$ cat src/rtl/fft4_sample_packer.sv
// Serial-to-parallel framer for the 4-point FFT core: groups four samples
// into one a/b/c/d frame behind a registered valid/ready output slot.
module fft4_sample_packer #(
    parameter int W     = 4,
    parameter int ERR_W = 8
) (
    input  logic             clk,
    input  logic             rst,
    input  logic             in_valid,
    output logic             in_ready,
    input  logic [W-1:0]     in_data,
    input  logic             in_sof,
    output logic             out_valid,
    input  logic             out_ready,
    output logic [W-1:0]     out_a,
    output logic [W-1:0]     out_b,
    output logic [W-1:0]     out_c,
    output logic [W-1:0]     out_d,
    output logic [ERR_W-1:0] err_cnt
);

    logic [1:0]       cnt_q, cnt_d;
    logic [W-1:0]     s0_q, s0_d, s1_q, s1_d, s2_q, s2_d;
    logic [W-1:0]     a_q, a_d, b_q, b_d, c_q, c_d, d_q, d_d;
    logic             ov_q, ov_d;
    logic [ERR_W-1:0] err_q, err_d;
    logic             accept;

    // Only a completing beat into an occupied, non-draining slot must wait.
    assign in_ready = !rst && !(cnt_q == 2'd3 && ov_q && !out_ready);
    assign accept   = in_valid && in_ready;

    always_comb begin
        cnt_d = cnt_q;
        s0_d  = s0_q;
        s1_d  = s1_q;
        s2_d  = s2_q;
        a_d   = a_q;
        b_d   = b_q;
        c_d   = c_q;
        d_d   = d_q;
        ov_d  = ov_q && !out_ready;
        err_d = err_q;
        if (accept) begin
            if (in_sof) begin
                if (cnt_q != 2'd0 && err_q != '1)
                    err_d = err_q + 1'b1;
                s0_d  = in_data;
                cnt_d = 2'd1;
            end else if (cnt_q == 2'd3) begin
                a_d   = s0_q;
                b_d   = s1_q;
                c_d   = s2_q;
                d_d   = in_data;
                ov_d  = 1'b1;
                cnt_d = 2'd0;
            end else begin
                unique case (cnt_q)
                    2'd0:    s0_d = in_data;
                    2'd1:    s1_d = in_data;
                    default: s2_d = in_data;
                endcase
                cnt_d = cnt_q + 2'd1;
            end
        end
    end

    always_ff @(posedge clk or posedge rst) begin
        if (rst) begin
            cnt_q <= '0;
            s0_q  <= '0;
            s1_q  <= '0;
            s2_q  <= '0;
            a_q   <= '0;
            b_q   <= '0;
            c_q   <= '0;
            d_q   <= '0;
            ov_q  <= 1'b0;
            err_q <= '0;
        end else begin
            cnt_q <= cnt_d;
            s0_q  <= s0_d;
            s1_q  <= s1_d;
            s2_q  <= s2_d;
            a_q   <= a_d;
            b_q   <= b_d;
            c_q   <= c_d;
            d_q   <= d_d;
            ov_q  <= ov_d;
            err_q <= err_d;
        end
    end

    assign out_valid = ov_q;
    assign out_a     = a_q;
    assign out_b     = b_q;
    assign out_c     = c_q;
    assign out_d     = d_q;
    assign err_cnt   = err_q;

endmodule
$ cat config.mk
export PLATFORM = sky130hd
export DESIGN_NAME = fft4_sample_packer
export DESIGN_NICKNAME = d
export VERILOG_FILES = /design/src/rtl/fft4_sample_packer.sv
export SDC_FILE = /design/constraint.sdc
export NUM_CORES = 1
export LEC_CHECK = 0
export ABC_AREA = 1
export BUFFER_PORTS_ARGS = -buffer_cell sky130_fd_sc_hd__buf_4
export CAP_MARGIN = 15
export CORE_MARGIN = 1
export CORE_UTILIZATION = 49
export CTS_CLUSTER_SIZE = 25
export DETAILED_ROUTE_END_ITERATION = 16
export PLACE_DENSITY = 0.74
export SLEW_MARGIN = 20
export SYNTH_ARGS = -nofsm -noshare
export SYNTH_HDL_FRONTEND = slang
export SYNTH_SLANG_ARGS = --single-unit
$ cat constraint.sdc
create_clock -name clk -period 1.7 [get_ports clk]
set_clock_uncertainty 0.15 [all_clocks]
set_input_delay 0.17 -clock clk [delete_from_list [all_inputs] [get_ports clk]]
set_output_delay 0.17 -clock clk [all_outputs]
set_load 0.02 [all_outputs]
Yosys cells after proc, flatten, opt, wreduce, memory -nomap -nowiden --
Cells that the tools add are included.
Word-level totals: flip-flop bits (word level) 39, output and inout bits 26, logic and storage cells 45
Operators by class: add/subtract/negate cells 2, eq/ne operators 4, multiplexer cells 8, bitwise gates (word level) 3, reductions and logical operators 18
Operators by type and width (number):
- 4-bit two-way mux | 3
- 3-bit AND reduction | 3
- 8-bit by 1-bit adder with 8-bit output, second input constant | 1
- 8-bit != test, second input constant | 1
- 4-bit AND reduction | 2
- 1-bit logical AND | 6
- 2-bit two-way mux | 2
- 2-bit nonzero test | 2
- 1-bit logical NOT | 3
- 1-bit two-way mux | 3
- 1-bit NOT | 3
- 2-bit by 1-bit adder with 2-bit output, second input constant | 1
- 2-bit by 1-bit == test with 1-bit output, second input constant | 1
- 2-bit == test, second input constant | 1
- 2-bit logical NOT | 1
- 2-bit != test, second input constant | 1
- 2-bit OR reduction | 1

Longest topological paths before layout --
word-level depth 7, gate-level depth with buffers 8, depth with buffers taken out 8

Least setup slack after synthesis --
Ideal clock, no wire load.
path kind flip-flop to flip-flop, start point reg cnt_q[0], end point reg s0_q[0], data arrival time 1.449 ns, data required time 1.432 ns, setup slack -0.017 ns, stages on the path, launching flop included 6, path buffers 0, period minus slack after synthesis 1.717 ns, cells stage by stage dfrtp_1 ha_1 a31oi_1 nand3_1 nand2_1 nand2_1
On the way: cells in the longest elaborated chain, start to end 7, elaborated cells on any way between the ends 10, those cells by class eq/ne: 2; reduce/logical: 8
RTL lines:
- start, declared | RTL line 22 | logic [1:0] cnt_q, cnt_d;
- start signal, assigned | RTL line 81 | cnt_q <= cnt_d;
- 2-bit == test | RTL line 30 | assign in_ready = !rst && !(cnt_q == 2'd3 && ov_q && !out_ready);
- 1-bit logical AND (2 in series) | RTL line 30
- 1-bit logical NOT | RTL line 30
- 1-bit logical AND | RTL line 30
- via in_ready | RTL line 10 | output logic in_ready,
- 1-bit logical AND | RTL line 31 | assign accept = in_valid && in_ready;
- 3-bit AND reduction (no line)
- end signal, assigned | RTL line 71 | s0_q <= '0;
- end signal, assigned | RTL line 82 | s0_q <= s0_d;
- end, declared | RTL line 23 | logic [W-1:0] s0_q, s0_d, s1_q, s1_d, s2_q, s2_d;
The timed path passes the listed nets, and every way through them passes these cells. A chain may end at the register's enable or synchronous reset.

Worst setup path in the final report --
start point reg cnt_q[0], end point reg err_q[3], in the netlist err_cnt[3]
On the way: cells in the longest elaborated chain, start to end 7, elaborated cells on any way between the ends 9, those cells by class eq/ne: 1; reduce/logical: 8
RTL lines:
- 2-bit == test | RTL line 30
- 1-bit logical AND (2 in series) | RTL line 30
- 1-bit logical NOT | RTL line 30
- 1-bit logical AND | RTL line 30
- 1-bit logical AND | RTL line 31
- 3-bit AND reduction (no line) (*)
- end signal, assigned | RTL line 90 | err_q <= err_d;
- end, declared | RTL line 26 | logic [ERR_W-1:0] err_q, err_d;
Every way passes the cells marked *; elsewhere a longest branch is shown, timed or not.

==> impl_metrics.tcl <==
set metrics [dict create \
    crit_buf_inv 3 \
    async_reset_ff_frac 1.00 \
    worstMarginPinSlew_ps 351 \
    yosys.area.top_type_share 0.508 \
    dpl_worst_slack_ps 35.6 \
    synth_flop_cell "dfrtp_1" \
    synth_simple_gate_area_frac 0.252 \
    ctsRootBufferMaster "clkbuf_8" \
    antenna_found_initial 0 \
    hold_class "in2reg" \
    maxSlewViolCount 0 \
    dpl.hpwl_mm 2.85 \
    critical_path_required_ps 1730 \
    switching_share 0.388 \
    gp_congestion 0.817 \
    drtAntennaViolNets 0 \
    layout.nets 292 \
    power_frac_clock 0.202 \
    vdd_ir_drop_max_v 0.000769 \
    grt_overflow 0 \
    slowest_delay_ps 360 \
    fin_crit_sh 0.965 \
    p_seq_frac 0.400 \
    cts_buffers 5 \
    cp_top_family "buffers and inverters" \
    core_um2 3720 \
    synthAdderAreaFrac 0.0326 \
    n_antenna_cell 0 \
    finalHoldViolations 0 \
    grt_pass1_vias 1586 \
    synth_top_area_cell "dfrtp_1" \
    crit_chain "buf_4, inv_1, ha_1, nor2_1, nand4_1, buf_4, o21bai_1, nand2_1" \
    grt_pass1_wl_mm 7.25 \
    drcViolationCount 0 \
    die_x_um 64.6 \
    dr_total_vias 1604 \
    power.internal_mw 2.38 \
    cts.sinks 39 \
    routed_wl_mm 4.17 \
    synth_seq_cells 39 \
    syn2layout_area_growth_pct 29.5 \
    firstDrtPassIters 4 \
    syn_inst 227 \
    clkTransAtPathRegs_ps 80 \
    yosys-top-cells-area "dfrtp_1, nand2_1, inv_1" \
    synthTopCellsByCount "nand2_1, dfrtp_1, inv_1, nand3_1, o21ai_1" \
    outcome "finished clean" \
    ys.warnings.count 0 \
    syn_area_um2 1920 \
    cp-start-kind "register" \
    crit_fanout 8 \
    synth_top_family_by_area "simple AND/OR/NAND/NOR gates" \
    vias_per_cell 4.91 \
    synth_mux_area_frac 0 \
    slowest_stage "dfrtp_1" \
    synth_edf_count 0 \
    grt.total_usage 0.228 \
    p_leak_nw 1.34 \
    slew_headroom 0.766 \
    dr.first_iter.drc_count 143 \
    end_kind "register" \
    path_common_cell "buf_4" \
    synth.most_common_cell "nand2_1" \
    fmax_mhz 610 \
    layout_min_cycle_time_ps 1640 \
    yosysUniqueCellTypes 23 \
    synth_nets 241 \
    power_density_nw_per_um2 1560 \
    boundaryPins 35 \
    drive_gt1_frac 0.254 \
    port_buffers 34 \
    cts_buffer_depth 2 \
    route.detailed.wl_per_inst_um 12.7 \
    die_area_um2 4170 \
    switchingPower_mw 1.51 \
    combPwrFrac 0.398 \
    cap_violations 0 \
    whs_ps 70.0 \
    critPathKind "reg2reg" \
    start_util 0.516 \
    arrival_ps 1670 \
    fp.dieH_um 64.6 \
    insertion_delay_ps 290 \
    cts_tree "done" \
    synth-compound-area-share 0.125 \
    final.setup.worst_slack_ps 59.8 \
    seq_area_frac_synth 0.508 \
    syn_avg_cell_area_um2 8.46 \
    total_power_mw 3.88 \
    final-setup-viol-count 0 \
    htreeDepth 2 \
    grt_max_degree 29 \
    rows 22 \
    synth-xor-area-share 0.00913 \
]
-- cell type report --
type | instances | area (µm²)
Multi-Input combinational cell | 160 | 838
Fill cell | 306 | 1230
Sequential cell | 39 | 976
Tap cell | 48 | 60.1
Inverter | 22 | 82.6
Clock buffer | 5 | 68.8
Timing Repair Buffer | 50 | 417
Clock inverter | 3 | 43.8
-- worst register-to-register path, delay by kind of cell (launching register included) --
kind                     cells  cell delay, ps
AND/OR/NAND/NOR              3             270
flip-flops                   1             360
adder cells (fa/ha/maj)      1             240
buffers and inverters        3             380
AO/OA/AOI/OAI                1             130
-- routing by layer --
metal | up-vias | wire [µm] | GRT usage
li1 | 827 | - | -
met1 | 730 | 1970 | 0.306
met2 | 38 | 1950 | 0.359
met3 | 9 | 180 | 0.0581
met4 | 0 | 66 | 0.0750
met5 | - | 0 | 0
-- per-stage QoR --
stage | util | cell area (µm²) | instances | setup TNS (ps)
2_1_floorplan | - | 1930 | 227 | 0
4_1_cts | 0.659 | 2450 | 326 | 0
6_report | 0.669 | 2490 | 327 | 0
3_5_place_dp | 0.611 | 2270 | 313 | 0
5_1_grt | 0.669 | 2490 | 327 | -218
3_3_place_gp | 0.611 | 2270 | 313 | 0
-- state kept, by name, indices dropped and copies added (netlist names) --
signal     count
s2_q           4
s1_q           4
err_cnt        8
out_c          4
out_d          4
cnt_q          2
s0_q           4
out_a          4
out_b          4
out_valid      1
-- worst paths after layout --
path / start / to / slack [ps] / depth (start not counted)
setup / recovery: cnt_q[0] / err_cnt[3] / 60 / 8
hold / removal: out_ready / out_valid / 70 / 3
setup reg to reg: cnt_q[0] / err_cnt[3] / 60 / 8
hold reg to reg: s1_q[1] / out_b[1] / 330 / 2
max in group asynchronous: rst / out_a[1] / 670 / 4
min in group asynchronous: rst / out_valid / 380 / 4
-- layout by cell type (no fill, tap or decap) --
master	count
nand2_1	92
nor2_1	6
o21ai_2	8
dlygate4sd3_1	5
nand3_1	10
clkinv_2	1
nand4_1	3
nor2_4	2
dfrtp_1	39
buf_12	2
xor2_1	2
o21ai_1	10
a31oi_4	1
a21oi_2	1
bufinv_16	1
o21bai_1	8
ha_2	1
nand3_2	1
nand4_4	1
ha_1	4
buf_6	1
clkbuf_8	5
o21ai_0	8
inv_2	2
buf_4	42
inv_1	20
o2bb2ai_1	1
clkinv_4	1
nor2_2	1
-- cell families after synthesis --
group	count (synthesis)
AOI/OAI and AO/OA	37
DFF	39
adders and majority gates	5
xor gates and xnor gates	2
buffers and inverters	28
and+or+nand+nor	116
-- power groups by stage --
stage	Sequential, mW	Clock, mW	Combinational [mW]
global placement	1.56	0	1.47
detailed placement	1.57	0	1.51
finish	1.55	0.785	1.54
floorplan	1.83	0	0.635
global route	1.60	0.840	1.72
CTS	1.55	0.789	1.53
-- timing repair --
| action | in CTS | in global routing |
|---|---|---|
| setup endpoints to repair | 1 | 26 |
| hold buffers | 5 | 0 |
| setup buffers | 0 | 1 |
| hold endpoints to repair | 55 | 0 |
| gates resized for setup | 3 | 3 |
| pin swaps | 0 | 3 |
No activity file was read; power rests on OpenSTA's default activity.
